==> src/rtl/ssd_pkg.sv <==
// Shared constants and state encoding for the seven-segment display path.
// Latency: none (declarations only).
// Backpressure: none (declarations only).
package ssd_pkg;

  localparam int SSD_BIN_W  = 13;
  localparam int SSD_DIGITS = 4;

  typedef enum logic [1:0] {
    IDLE  = 2'd0,
    SHIFT = 2'd1,
    DONE  = 2'd2
  } ssd_state_t;

endpackage

==> src/rtl/bcd_digit_adj.sv <==
// Double-dabble digit correction: add 3 to a BCD digit that is 5 or more.
// Latency: purely combinational.
// Backpressure: none.
module bcd_digit_adj (
  input  logic [3:0] digit,
  output logic [3:0] adj
);

  // Corrected digit never exceeds 12, so 4-bit wraparound cannot occur.
  assign adj = (digit >= 4'd5) ? digit + 4'd3 : digit;

endmodule

==> src/rtl/ssd_bcd_converter.sv <==
// Sequential binary-to-BCD converter (double dabble, one bit per clock).
// Latency: BIN_W cycles from the accepting edge to done; one conversion per BIN_W+2 cycles.
// Backpressure: start is accepted only in IDLE; requests while busy are dropped.
module ssd_bcd_converter
  import ssd_pkg::*;
#(
  parameter int BIN_W  = SSD_BIN_W,
  parameter int DIGITS = SSD_DIGITS
) (
  input  logic                  clk,
  input  logic                  rst,
  input  logic [BIN_W-1:0]      bin_in,
  input  logic                  start,
  output logic                  busy,
  output logic                  done,
  output logic [4*DIGITS-1:0]   bcd_out
);

  localparam int               CNT_W    = $clog2(BIN_W);
  localparam int               BCD_W    = 4 * DIGITS;
  localparam logic [CNT_W-1:0] CNT_LAST = CNT_W'(BIN_W - 1);

  // The digit count must be able to hold the largest binary input.
  if ((64'd10 ** DIGITS) <= (64'd1 << BIN_W)) begin : g_width_check
    $error("ssd_bcd_converter: DIGITS too small for BIN_W");
  end

  ssd_state_t       state;
  ssd_state_t       state_nxt;
  logic [BIN_W-1:0] bin_sr;
  logic [BCD_W-1:0] scratch;
  logic [BCD_W-1:0] scratch_adj;
  logic [BCD_W-1:0] scratch_nxt;
  logic [CNT_W-1:0] cnt;
  logic             last_iter;

  // One corrector per scratch digit, all applied before the shift.
  for (genvar d = 0; d < DIGITS; d++) begin : g_adj
    bcd_digit_adj u_adj (
      .digit (scratch[4*d +: 4]),
      .adj   (scratch_adj[4*d +: 4])
    );
  end

  // Shift corrected scratch left, pulling in the binary MSB.
  assign scratch_nxt = {scratch_adj[BCD_W-2:0], bin_sr[BIN_W-1]};
  assign last_iter   = (cnt == CNT_LAST);

  // State register.
  always_ff @(posedge clk) begin
    if (rst) begin
      state <= IDLE;
    end else begin
      state <= state_nxt;
    end
  end

  // Next-state logic: start only honoured in IDLE, DONE lasts one cycle.
  always_comb begin
    state_nxt = state;
    case (state)
      IDLE:    if (start) state_nxt = SHIFT;
      SHIFT:   if (last_iter) state_nxt = DONE;
      DONE:    state_nxt = IDLE;
      default: state_nxt = IDLE;
    endcase
  end

  // Moore outputs decoded from the registered state only.
  always_comb begin
    busy = (state != IDLE);
    done = (state == DONE);
  end

  // Datapath: load on accept, iterate in SHIFT, publish result on the final edge only.
  always_ff @(posedge clk) begin
    if (rst) begin
      bin_sr  <= '0;
      scratch <= '0;
      cnt     <= '0;
      bcd_out <= '0;
    end else begin
      case (state)
        IDLE: begin
          if (start) begin
            bin_sr  <= bin_in;
            scratch <= '0;
            cnt     <= '0;
          end
        end
        SHIFT: begin
          scratch <= scratch_nxt;
          bin_sr  <= {bin_sr[BIN_W-2:0], 1'b0};
          cnt     <= cnt + CNT_W'(1);
          if (last_iter) begin
            bcd_out <= scratch_nxt;
          end
        end
        default: ;
      endcase
    end
  end

endmodule

==> config.mk <==
export PLATFORM = sky130hd
export DESIGN_NAME = ssd_bcd_converter
export DESIGN_NICKNAME = d
export VERILOG_FILES = /design/src/rtl/ssd_pkg.sv /design/src/rtl/bcd_digit_adj.sv /design/src/rtl/ssd_bcd_converter.sv
export SDC_FILE = /design/constraint.sdc
export NUM_CORES = 1
export LEC_CHECK = 0
export CELL_PAD_IN_SITES_DETAIL_PLACEMENT = 1
export CELL_PAD_IN_SITES_GLOBAL_PLACEMENT = 1
export CORE_AREA = 2 2 78 80
export DETAILED_ROUTE_END_ITERATION = 10
export DIE_AREA = 0 0 80 82
export PLACE_DENSITY_LB_ADDON = 0.08
export SETUP_SLACK_MARGIN = 0.02
export SYNTH_ARGS = -nofsm -noshare
export SYNTH_HDL_FRONTEND = slang
export SYNTH_SLANG_ARGS = --single-unit
==> constraint.sdc <==
create_clock -name clk -period 3.7 [get_ports clk]
set_clock_uncertainty 0.2 [all_clocks]
set_input_delay 0.555 -clock clk [delete_from_list [all_inputs] [get_ports clk]]
set_output_delay 0.555 -clock clk [all_outputs]
set_load 0.03 [all_outputs]
**Yosys cells after proc, flatten, opt, wreduce, memory -nomap -nowiden**

Cells that the tools add are included.

- Logic and storage cells: 38
- Bits in registers: 51
- Bits in latches: 0
- Output and inout bits: 18
- Memories kept: 0
- Memory bits (writable): 0
- Memory bits (read-only): 0

- Add/sub/neg operators: 5
- Equality and inequality tests: 5
- Reductions and logical operators: 6
- Div/mod/pow operators: 0
- Shift-type cells: 0
- Bitwise gates (word level): 0
- Muxes and demuxes: 13
- Order comparisons: 4
- Multiply operators: 0

Operators with widths:

| kind | count |
|---|---|
| $pmux 16 s2 | 1 |
| $pmux 13 s2 | 1 |
| $ge 4x3->1 const B | 4 |
| $mux 16 | 1 |
| $mux 4 | 4 |
| $mux 13 | 1 |
| $add 4x2->4 const B | 3 |
| $pmux 4 s2 | 1 |
| $reduce_and 2->1 | 3 |
| $add 4x1->4 const B | 1 |
| $eq 4x4->1 const B | 1 |
| $mux 2 | 2 |
| $ne 2x2->1 const B | 2 |
| $pmux 2 s2 | 1 |
| $reduce_bool 2->1 | 2 |
| $add 3x2->3 const B | 1 |
| $mux 3 | 1 |
| $eq 2x1->1 const B | 1 |
| $eq 2x2->1 const B | 1 |
| $logic_not 2->1 | 1 |

**Longest topological paths before layout**

Gate-level depths: netlist (run 1).

- Word-level depth: 3
- Depth in mapped cells: 7
- Gate-level depth less buffers: 6

**Hierarchy**

From an unflattened synthesis (run 1), not the netlist that was laid out.

- Cells, all modules: 275
- Area, all modules: 2571.2 um2

Modules (own cells, without submodules):

| module | sequential area each (um2) | cells an instance | area an instance (um2) | instances |
|---|---|---|---|---|
| ssd_bcd_converter | 1021.0 | 211 | 2165.8 | 1 |
| bcd_digit_adj | 0.0 | 16 | 101.3 | 4 |

**Least setup slack after synthesis (run 1)**

No wires, ideal clock.

- Path type: reg2out
- From: register state[0]
- To: output port done
- Path buffers: 2
- Setup slack: 1.857 ns
- Stages on the path, launching flop included: 4
- Required time: 2.945 ns
- Arrival time: 1.088 ns
- Cells stage by stage: dfxtp_1 buf_6 clkbuf_1 nor2b_1

- Word-level cells in the longest chain between the ends: 1

RTL lines:

| item | line | source |
|---|---|---|
| from (decl) | ssd_bcd_converter.sv:28 | `ssd_state_t state;` |
| from (signal assigned) | ssd_bcd_converter.sv:54 | `state <= state_nxt;` |
| $eq 2x2->1 | ssd_bcd_converter.sv:72 | `done = (state == DONE);` |
| to (decl) | ssd_bcd_converter.sv:15 | `output logic done,` |

No other way between the ends.

**Worst setup path after layout (run 1)**

- From: register state[0]
- To: output port busy

- Word-level cells in the longest chain between the ends: 1

RTL lines:

| item | line | source |
|---|---|---|
| $reduce_bool 2->1 | ssd_bcd_converter.sv:71 | `busy = (state != IDLE);` |
| to (decl) | ssd_bcd_converter.sv:14 | `output logic busy,` |

No other way between the ends.

==> impl_metrics.xml, run 1 <==
<?xml version="1.0" encoding="UTF-8"?>
<metrics>
  <group name="run_status">
    <metric name="outcome" unit="">completed</metric>
  </group>
  <group name="critical_path">
    <metric name="crit_chain" unit="">or2_2, clkdlybuf4s50_1</metric>
    <metric name="cp_top_family" unit="">flip-flops</metric>
    <metric name="critical_path_buf_inv_count" unit="">1</metric>
    <metric name="critPathMaxStageDelay" unit="ns">0.75</metric>
    <metric name="worstSetupPathType" unit="">flip-flop to output port</metric>
    <metric name="origin_of_the_critical_flop_to_flop_path" unit="">state[0]</metric>
    <metric name="cpMaxStageDelayCell" unit="">dfxtp_1</metric>
    <metric name="worstReg2RegEnd" unit="">bcd_out[7]</metric>
    <metric name="worstPathMaxFanout" unit="">20</metric>
    <metric name="cp_data_required_time" unit="ns">2.94</metric>
    <metric name="rrSetupSlack" unit="ns">1.46</metric>
    <metric name="crit_path_start_kind" unit="">flip-flop</metric>
    <metric name="rr_worst_depth" unit="">4</metric>
    <metric name="cp-end-kind" unit="">output port</metric>
    <metric name="cp.arrival" unit="ns">1.93</metric>
  </group>
  <group name="yosys">
    <metric name="synth.lib_cells_used.distinct" unit="">41</metric>
    <metric name="yosys_warnings" unit="">0</metric>
    <metric name="synth-async-reset-ratio" unit="">0</metric>
    <metric name="syn_nets" unit="">291</metric>
    <metric name="synth_seq_area_share" unit="">0.4206</metric>
    <metric name="syn_area" unit="sq um">2427</metric>
    <metric name="synth_flop_cell" unit="">dfxtp_1</metric>
    <metric name="postSynthRegisterBits" unit="">51</metric>
    <metric name="gate_count_post_synth" unit="">265</metric>
    <metric name="synthesis.area_per_instance" unit="sq um">9.160</metric>
    <metric name="synth_enable_flop_cells" unit="">0</metric>
  </group>
  <group name="global_routing">
    <metric name="first_global_vias" unit="">1932</metric>
    <metric name="antenna_violations_before_repair" unit="">0</metric>
    <metric name="overflow" unit="">0</metric>
    <metric name="grt_start_max_net_pins" unit="">21</metric>
    <metric name="grt_pass1_wl" unit="um">9039</metric>
    <metric name="global_route.usage.total" unit="">0.1745</metric>
  </group>
  <group name="floorplanning">
    <metric name="io_pins" unit="">34</metric>
    <metric name="core-area" unit="sq um">5746</metric>
    <metric name="die-width" unit="um">80</metric>
    <metric name="area_of_the_die" unit="sq um">6560</metric>
    <metric name="die-height" unit="um">82</metric>
    <metric name="floorplan.initialDensity" unit="">0.4225</metric>
    <metric name="rows" unit="">28</metric>
  </group>
  <group name="sta">
    <metric name="setup_tns" unit="ns">0</metric>
    <metric name="drv_slew" unit="">0</metric>
    <metric name="final.period_utilization" unit="">0.7246</metric>
    <metric name="worst_margin_pin_slew" unit="ns">0.8359</metric>
    <metric name="timing.fmax" unit="MHz">373.0</metric>
    <metric name="min_period" unit="ns">2.681</metric>
    <metric name="whs" unit="ns">0.2707</metric>
    <metric name="grt_setup_unrepaired" unit="">no</metric>
    <metric name="relative_slew_margins" unit="">0.4407</metric>
    <metric name="report.final.hold_viol_count" unit="">0</metric>
    <metric name="timing.final.setup_violations" unit="">0</metric>
  </group>
  <group name="clock_tree">
    <metric name="cts_made_buffers" unit="">5</metric>
    <metric name="h-tree-depth" unit="">2</metric>
    <metric name="clock_path_buffers" unit="">2</metric>
    <metric name="cts_hold_repair.buffers" unit="">0</metric>
    <metric name="clk_transition_reported_paths" unit="ns">0.09</metric>
    <metric name="ctsResizeCount" unit="">0</metric>
    <metric name="cts.root.buffer_cell" unit="">clkbuf_8</metric>
    <metric name="worstSkewPairLatency" unit="ns">0.30</metric>
    <metric name="postCtsSetupRepairBufs" unit="">0</metric>
    <metric name="clock_sinks" unit="">51</metric>
    <metric name="cts_tree" unit="">yes</metric>
  </group>
  <group name="drt">
    <metric name="vias" unit="">1965</metric>
    <metric name="ant_nets" unit="">0</metric>
    <metric name="postRouteWirelength" unit="um">5394</metric>
    <metric name="iteration_0_drc_markers" unit="">38</metric>
    <metric name="post_drt_wl_per_cell" unit="um">14.74</metric>
    <metric name="routed_via_density" unit="">5.369</metric>
    <metric name="drt_first_pass_iters" unit="">6</metric>
    <metric name="remaining_drc_errors" unit="">0</metric>
  </group>
  <group name="cells_and_area">
    <metric name="layout.cells.non_filler" unit="">366</metric>
    <metric name="insertedDiodeCount" unit="">0</metric>
    <metric name="area_growth_syn_to_layout" unit="%">17.06</metric>
    <metric name="utilization" unit="">0.4946</metric>
    <metric name="fin_nets" unit="">316</metric>
    <metric name="fraction_of_layout_cells_with_a_size_suffix_above_1" unit="">0.06873</metric>
  </group>
  <group name="pwr">
    <metric name="worst_ir_drop_vdd" unit="mV">0.1506</metric>
    <metric name="static-leakage-power" unit="uW">0.001101</metric>
    <metric name="power.density" unit="nW/um^2">353.4</metric>
  </group>
  <group name="min_path">
    <metric name="timing.hold.worst.class" unit="">flip-flop to flip-flop</metric>
    <metric name="hold_path.startpoint" unit="">bcd_out[0]</metric>
    <metric name="whs_path_depth" unit="">2</metric>
    <metric name="hold_end" unit="">bcd_out[0]</metric>
  </group>
  <group name="flow_run">
    <metric name="cap_violations" unit="">0</metric>
  </group>
  <group name="placement">
    <metric name="port_buffers" unit="">33</metric>
    <metric name="placed_cells_incl_taps" unit="">358</metric>
    <metric name="place.gp.congestion" unit="">0.7491</metric>
    <metric name="dpl.hpwl" unit="um">3779</metric>
  </group>
</metrics>
-- placed cells by master, fill, tap and decap left out, types with 4 or more instances in the layout --
master	n
nor3b_1	14
o21ai_0	11
ha_1	10
a311oi_1	9
nand2_1	32
a32o_1	4
a21oi_1	8
nand2b_1	5
inv_1	11
dfxtp_1	51
clkbuf_8	7
a211oi_1	9
a21o_1	12
xnor2_1	4
o31ai_1	4
nor2_1	25
a22o_1	10
nor3_1	4
clkdlybuf4s50_1	33
-- tightest hold or removal path, delay by kind of cell (launching register included) --
family           cells  cell delay [ns]
AND/OR/NAND/NOR      1             0.05
flip-flops           1             0.32
AO/OA/AOI/OAI        1             0.05
-- state kept, by name, indices dropped and copies added (netlist names) --
name     cells
state        2
cnt          4
bcd_out     16
scratch     16
bin_sr      13
-- worst max path at each step --
stage | endpoint | depth (start not counted) | from | slack [ns]
5_1_grt | busy | 2 | state[0] | 0.92
2_1_floorplan | done | 3 | state[0] | 1.86
3_5_place_dp | scratch[10] | 4 | start | 1.00
3_3_place_gp | bin_sr[9] | 4 | start | 1.04
4_1_cts | busy | 2 | state[0] | 0.99
6_report | busy | 2 | state[0] | 1.02
-- cells by family after synthesis --
family,count (synthesis),synth area share
DFF,51,0.4206
AOI/OAI and AO/OA,74,0.2242
adders and majority gates,10,0.05155
and+or+nand+nor,93,0.2005
xor gates and xnor gates,4,0.01443
buffers and inverters,29,0.07165
muxes,4,0.01701
-- cell type report --
class / count / area, sq um
Clock buffer: 8 / 100.1
Sequential cell: 51 / 1021
Fill cell: 684 / 2904
Tap cell: 75 / 93.84
Timing Repair Buffer: 36 / 352.8
Inverter: 11 / 41.29
Multi-Input combinational cell: 185 / 1232
-- routing by layer --
layer,share of wire,track usage,vias up,routed length [um]
met5,0,0,-,0
met4,0.015,0.05763,0,80
met3,0.036,0.03956,8,193
met2,0.48,0.3075,26,2601
met1,0.47,0.2103,948,2517
li1,-,-,983,-
-- power breakdown --
part           switching, uW  internal [uW]  leakage [uW]  total [uW]
sequential              12.5            562      0.000414         575
clock                    175            171     0.0000515         346
combinational           46.1           37.4      0.000635        83.5
-- metrics by stage --
stage	setup WS, ns	total power, uW	cell area (sq um)
final	1.019	1004	2841
after global routing	0.9154	1054	2841
after detailed placement	1.001	671.6	2741
after floorplan	1.857	646.2	2427
after CTS	0.9950	1021	2841
after global placement	1.041	669.8	2741
-- Yosys cell counts, types with 3 or more instances --
cell,n,share of area
buf_6,7,0.032
a311oi_1,9,0.032
clkbuf_1,3,0.0046
mux2i_1,3,0.012
nor3_1,4,0.0082
nor3b_1,14,0.043
a22o_1,10,0.036
o22ai_1,3,0.0077
a21oi_1,8,0.016
a211oi_1,9,0.028
inv_1,11,0.017
ha_1,10,0.052
a32o_1,4,0.016
buf_2,4,0.0082
o21ai_0,11,0.023
a21o_1,12,0.037
nand2_1,32,0.049
nor2_1,25,0.039
nand2b_1,5,0.013
dfxtp_1,51,0.42
o31ai_1,4,0.012
xnor2_1,4,0.014
(Power assumes the default switching activity.)
==> run 2, diff against run 1 <==
--- a/config.mk
+++ b/config.mk
@@ -7,9 +7,9 @@
 export LEC_CHECK = 0
 export CELL_PAD_IN_SITES_DETAIL_PLACEMENT = 1
 export CELL_PAD_IN_SITES_GLOBAL_PLACEMENT = 1
-export CORE_AREA = 2 2 78 80
+export CORE_AREA = 2 2 84 86
 export DETAILED_ROUTE_END_ITERATION = 10
-export DIE_AREA = 0 0 80 82
+export DIE_AREA = 0 0 86 88
 export PLACE_DENSITY_LB_ADDON = 0.08
 export SETUP_SLACK_MARGIN = 0.02
 export SYNTH_ARGS = -nofsm -noshare
==> constraint.sdc (replaced) <==
create_clock -name clk -period 2.2 [get_ports clk]
set_clock_uncertainty 0.2 [all_clocks]
set_input_delay 0.33 -clock clk [delete_from_list [all_inputs] [get_ports clk]]
set_output_delay 0.33 -clock clk [all_outputs]
set_load 0.03 [all_outputs]
==> impl_metrics.xml, run 2 (synthesis results as in run 1) <==
<?xml version="1.0" encoding="UTF-8"?>
<metrics>
  <group name="sta">
    <metric name="min_period" unit="ns">2.102</metric>
    <metric name="final.period_utilization" unit="">0.9556</metric>
    <metric name="report.final.hold_viol_count" unit="">0</metric>
    <metric name="grt_setup_unrepaired" unit="">no</metric>
    <metric name="timing.fmax" unit="MHz">475.7</metric>
    <metric name="drv_slew" unit="">0</metric>
    <metric name="timing.final.setup_violations" unit="">0</metric>
    <metric name="setup_tns" unit="ns">0</metric>
    <metric name="worst_margin_pin_slew" unit="ns">0.9243</metric>
    <metric name="relative_slew_margins" unit="">0.3816</metric>
  </group>
  <group name="placement">
    <metric name="place.gp.congestion" unit="">0.7298</metric>
    <metric name="port_buffers" unit="">33</metric>
    <metric name="dpl.hpwl" unit="um">3961</metric>
  </group>
  <group name="drt">
    <metric name="ant_nets" unit="">0</metric>
    <metric name="iteration_0_drc_markers" unit="">62</metric>
    <metric name="postRouteWirelength" unit="um">5630</metric>
    <metric name="drt_first_pass_iters" unit="">4</metric>
    <metric name="post_drt_wl_per_cell" unit="um">14.78</metric>
    <metric name="routed_via_density" unit="">5.226</metric>
    <metric name="remaining_drc_errors" unit="">0</metric>
    <metric name="vias" unit="">1991</metric>
  </group>
  <group name="clock_tree">
    <metric name="cts_made_buffers" unit="">5</metric>
    <metric name="cts_tree" unit="">yes</metric>
    <metric name="clk_transition_reported_paths" unit="ns">0.09</metric>
    <metric name="ctsResizeCount" unit="">2</metric>
    <metric name="cts.root.buffer_cell" unit="">clkbuf_8</metric>
    <metric name="clock_sinks" unit="">51</metric>
    <metric name="clock_path_buffers" unit="">2</metric>
    <metric name="h-tree-depth" unit="">2</metric>
    <metric name="worstSkewPairLatency" unit="ns">0.31</metric>
    <metric name="postCtsSetupRepairBufs" unit="">0</metric>
    <metric name="cts_hold_repair.buffers" unit="">0</metric>
  </group>
  <group name="critical_path">
    <metric name="cp_top_family" unit="">buffers and inverters</metric>
    <metric name="cp.arrival" unit="ns">1.57</metric>
    <metric name="critPathMaxStageDelay" unit="ns">0.59</metric>
    <metric name="cp_data_required_time" unit="ns">1.67</metric>
    <metric name="cp-end-kind" unit="">output port</metric>
    <metric name="crit_path_start_kind" unit="">flip-flop</metric>
    <metric name="crit_chain" unit="">or2_2, clkdlybuf4s50_1</metric>
    <metric name="worst_setup_path_startpoint" unit="">state[1]</metric>
    <metric name="cpMaxStageDelayCell" unit="">clkdlybuf4s50_1</metric>
    <metric name="origin_of_the_critical_flop_to_flop_path" unit="">state[1]</metric>
    <metric name="worstSetupPathType" unit="">flip-flop to output port</metric>
    <metric name="worstPathMaxFanout" unit="">10</metric>
    <metric name="critical_path_buf_inv_count" unit="">1</metric>
  </group>
  <group name="pwr">
    <metric name="worst_ir_drop_vdd" unit="mV">0.2176</metric>
    <metric name="p_int" unit="uW">1241</metric>
    <metric name="static-leakage-power" unit="uW">0.001142</metric>
    <metric name="share_comb_of_total_power" unit="">0.095</metric>
    <metric name="p_switching" unit="uW">425.3</metric>
    <metric name="switching_fraction" unit="">0.2553</metric>
    <metric name="power.density" unit="nW/um^2">572.2</metric>
    <metric name="share_seq_of_total_power" unit="">0.577</metric>
    <metric name="clock_share_of_power" unit="">0.328</metric>
  </group>
  <group name="global_routing">
    <metric name="grt_pass1_wl" unit="um">9825</metric>
    <metric name="first_global_vias" unit="">2110</metric>
    <metric name="global_route.usage.total" unit="">0.1656</metric>
    <metric name="grt_start_max_net_pins" unit="">20</metric>
    <metric name="overflow" unit="">0</metric>
    <metric name="antenna_violations_before_repair" unit="">0</metric>
  </group>
  <group name="cells_and_area">
    <metric name="fraction_of_layout_cells_with_a_size_suffix_above_1" unit="">0.1063</metric>
    <metric name="insertedDiodeCount" unit="">0</metric>
    <metric name="reg.largest.list" unit="">bcd_out (16), scratch (16), bin_sr (13)</metric>
    <metric name="layout.cells.most_common_list" unit="">dfxtp_1 (50), nand2_1 (32), clkdlybuf4s50_1 (32), nor2_1 (25), nor3b_1 (14)</metric>
    <metric name="fin_nets" unit="">326</metric>
    <metric name="utilization" unit="">0.4382</metric>
    <metric name="area_growth_syn_to_layout" unit="%">19.95</metric>
    <metric name="mostFrequentLayoutCell" unit="">dfxtp_1</metric>
  </group>
  <group name="floorplanning">
    <metric name="die-height" unit="um">88</metric>
    <metric name="core-area" unit="sq um">6644</metric>
    <metric name="area_of_the_die" unit="sq um">7568</metric>
    <metric name="rows" unit="">30</metric>
    <metric name="floorplan.initialDensity" unit="">0.3653</metric>
    <metric name="die-width" unit="um">86</metric>
    <metric name="io_pins" unit="">34</metric>
  </group>
  <group name="min_path">
    <metric name="hold_path.startpoint" unit="">bcd_out[0]</metric>
    <metric name="timing.hold.worst.class" unit="">flip-flop to flip-flop</metric>
  </group>
  <group name="run_status">
    <metric name="outcome" unit="">completed</metric>
  </group>
  <group name="flow_run">
    <metric name="cap_violations" unit="">0</metric>
  </group>
</metrics>
[run 2: path summary, 6_finish.rpt]
| kind | to | slack (ns) | depth (start not counted) |
|---|---|---|---|
| worst max-delay path | busy | 0.1 | 2 |
| worst min-delay path | bcd_out[0] | 0.27 | 2 |
| worst max register to register | scratch[3] | 0.33 | 3 |
| worst min register to register | bcd_out[0] | 0.27 | 2 |
[run 2: routing by layer]
layer,vias to the layer above,track usage,part of all wire
met5,-,0,0
met4,0,0.05772,0.013
met3,7,0.03959,0.026
met2,23,0.2847,0.48
met1,954,0.2031,0.48
li1,1007,-,-
[run 2: worst min-delay path: stages (launching register included)]
cell	delay, ns
dfxtp_1	0.32
nand2_1	0.05
a21oi_1	0.05
[run 2: area by class of cell]
| type | count | area [sq um] |
|---|---|---|
| multi-input cells | 185 | 1232 |
| fillers | 795 | 3732 |
| clock buffers | 5 | 68.82 |
| repair buffers | 46 | 426.7 |
| inverters | 11 | 41.29 |
| well taps | 80 | 100.1 |
| flip-flops and latches | 51 | 1022 |
| clock inverters | 3 | 20.02 |
[run 2: power by group through the flow]
stage / combinational [uW] / clock [uW] / sequential [uW]
after detailed placement: 160 / 0 / 983
after CTS: 162 / 577 / 962
final: 158 / 547 / 961
after global placement: 158 / 0 / 983
after floorplan: 108 / 0 / 979
after global routing: 178 / 613 / 966
[run 2: metrics by stage]
step / total power [uW] / cells / cell area [sq um] / setup WS, ns / hold WS, ns
after floorplan: 1087 / 265 / 2427 / 0.5255 / 0.2455
after global placement: 1141 / 373 / 2823 / 0.1656 / 0.2448
after detailed placement: 1144 / 373 / 2823 / 0.1475 / 0.2565
after CTS: 1700 / 381 / 2912 / 0.07065 / 0.2721
after global routing: 1757 / 381 / 2912 / 0.02246 / 0.2963
final: 1666 / 381 / 2912 / 0.09764 / 0.2681
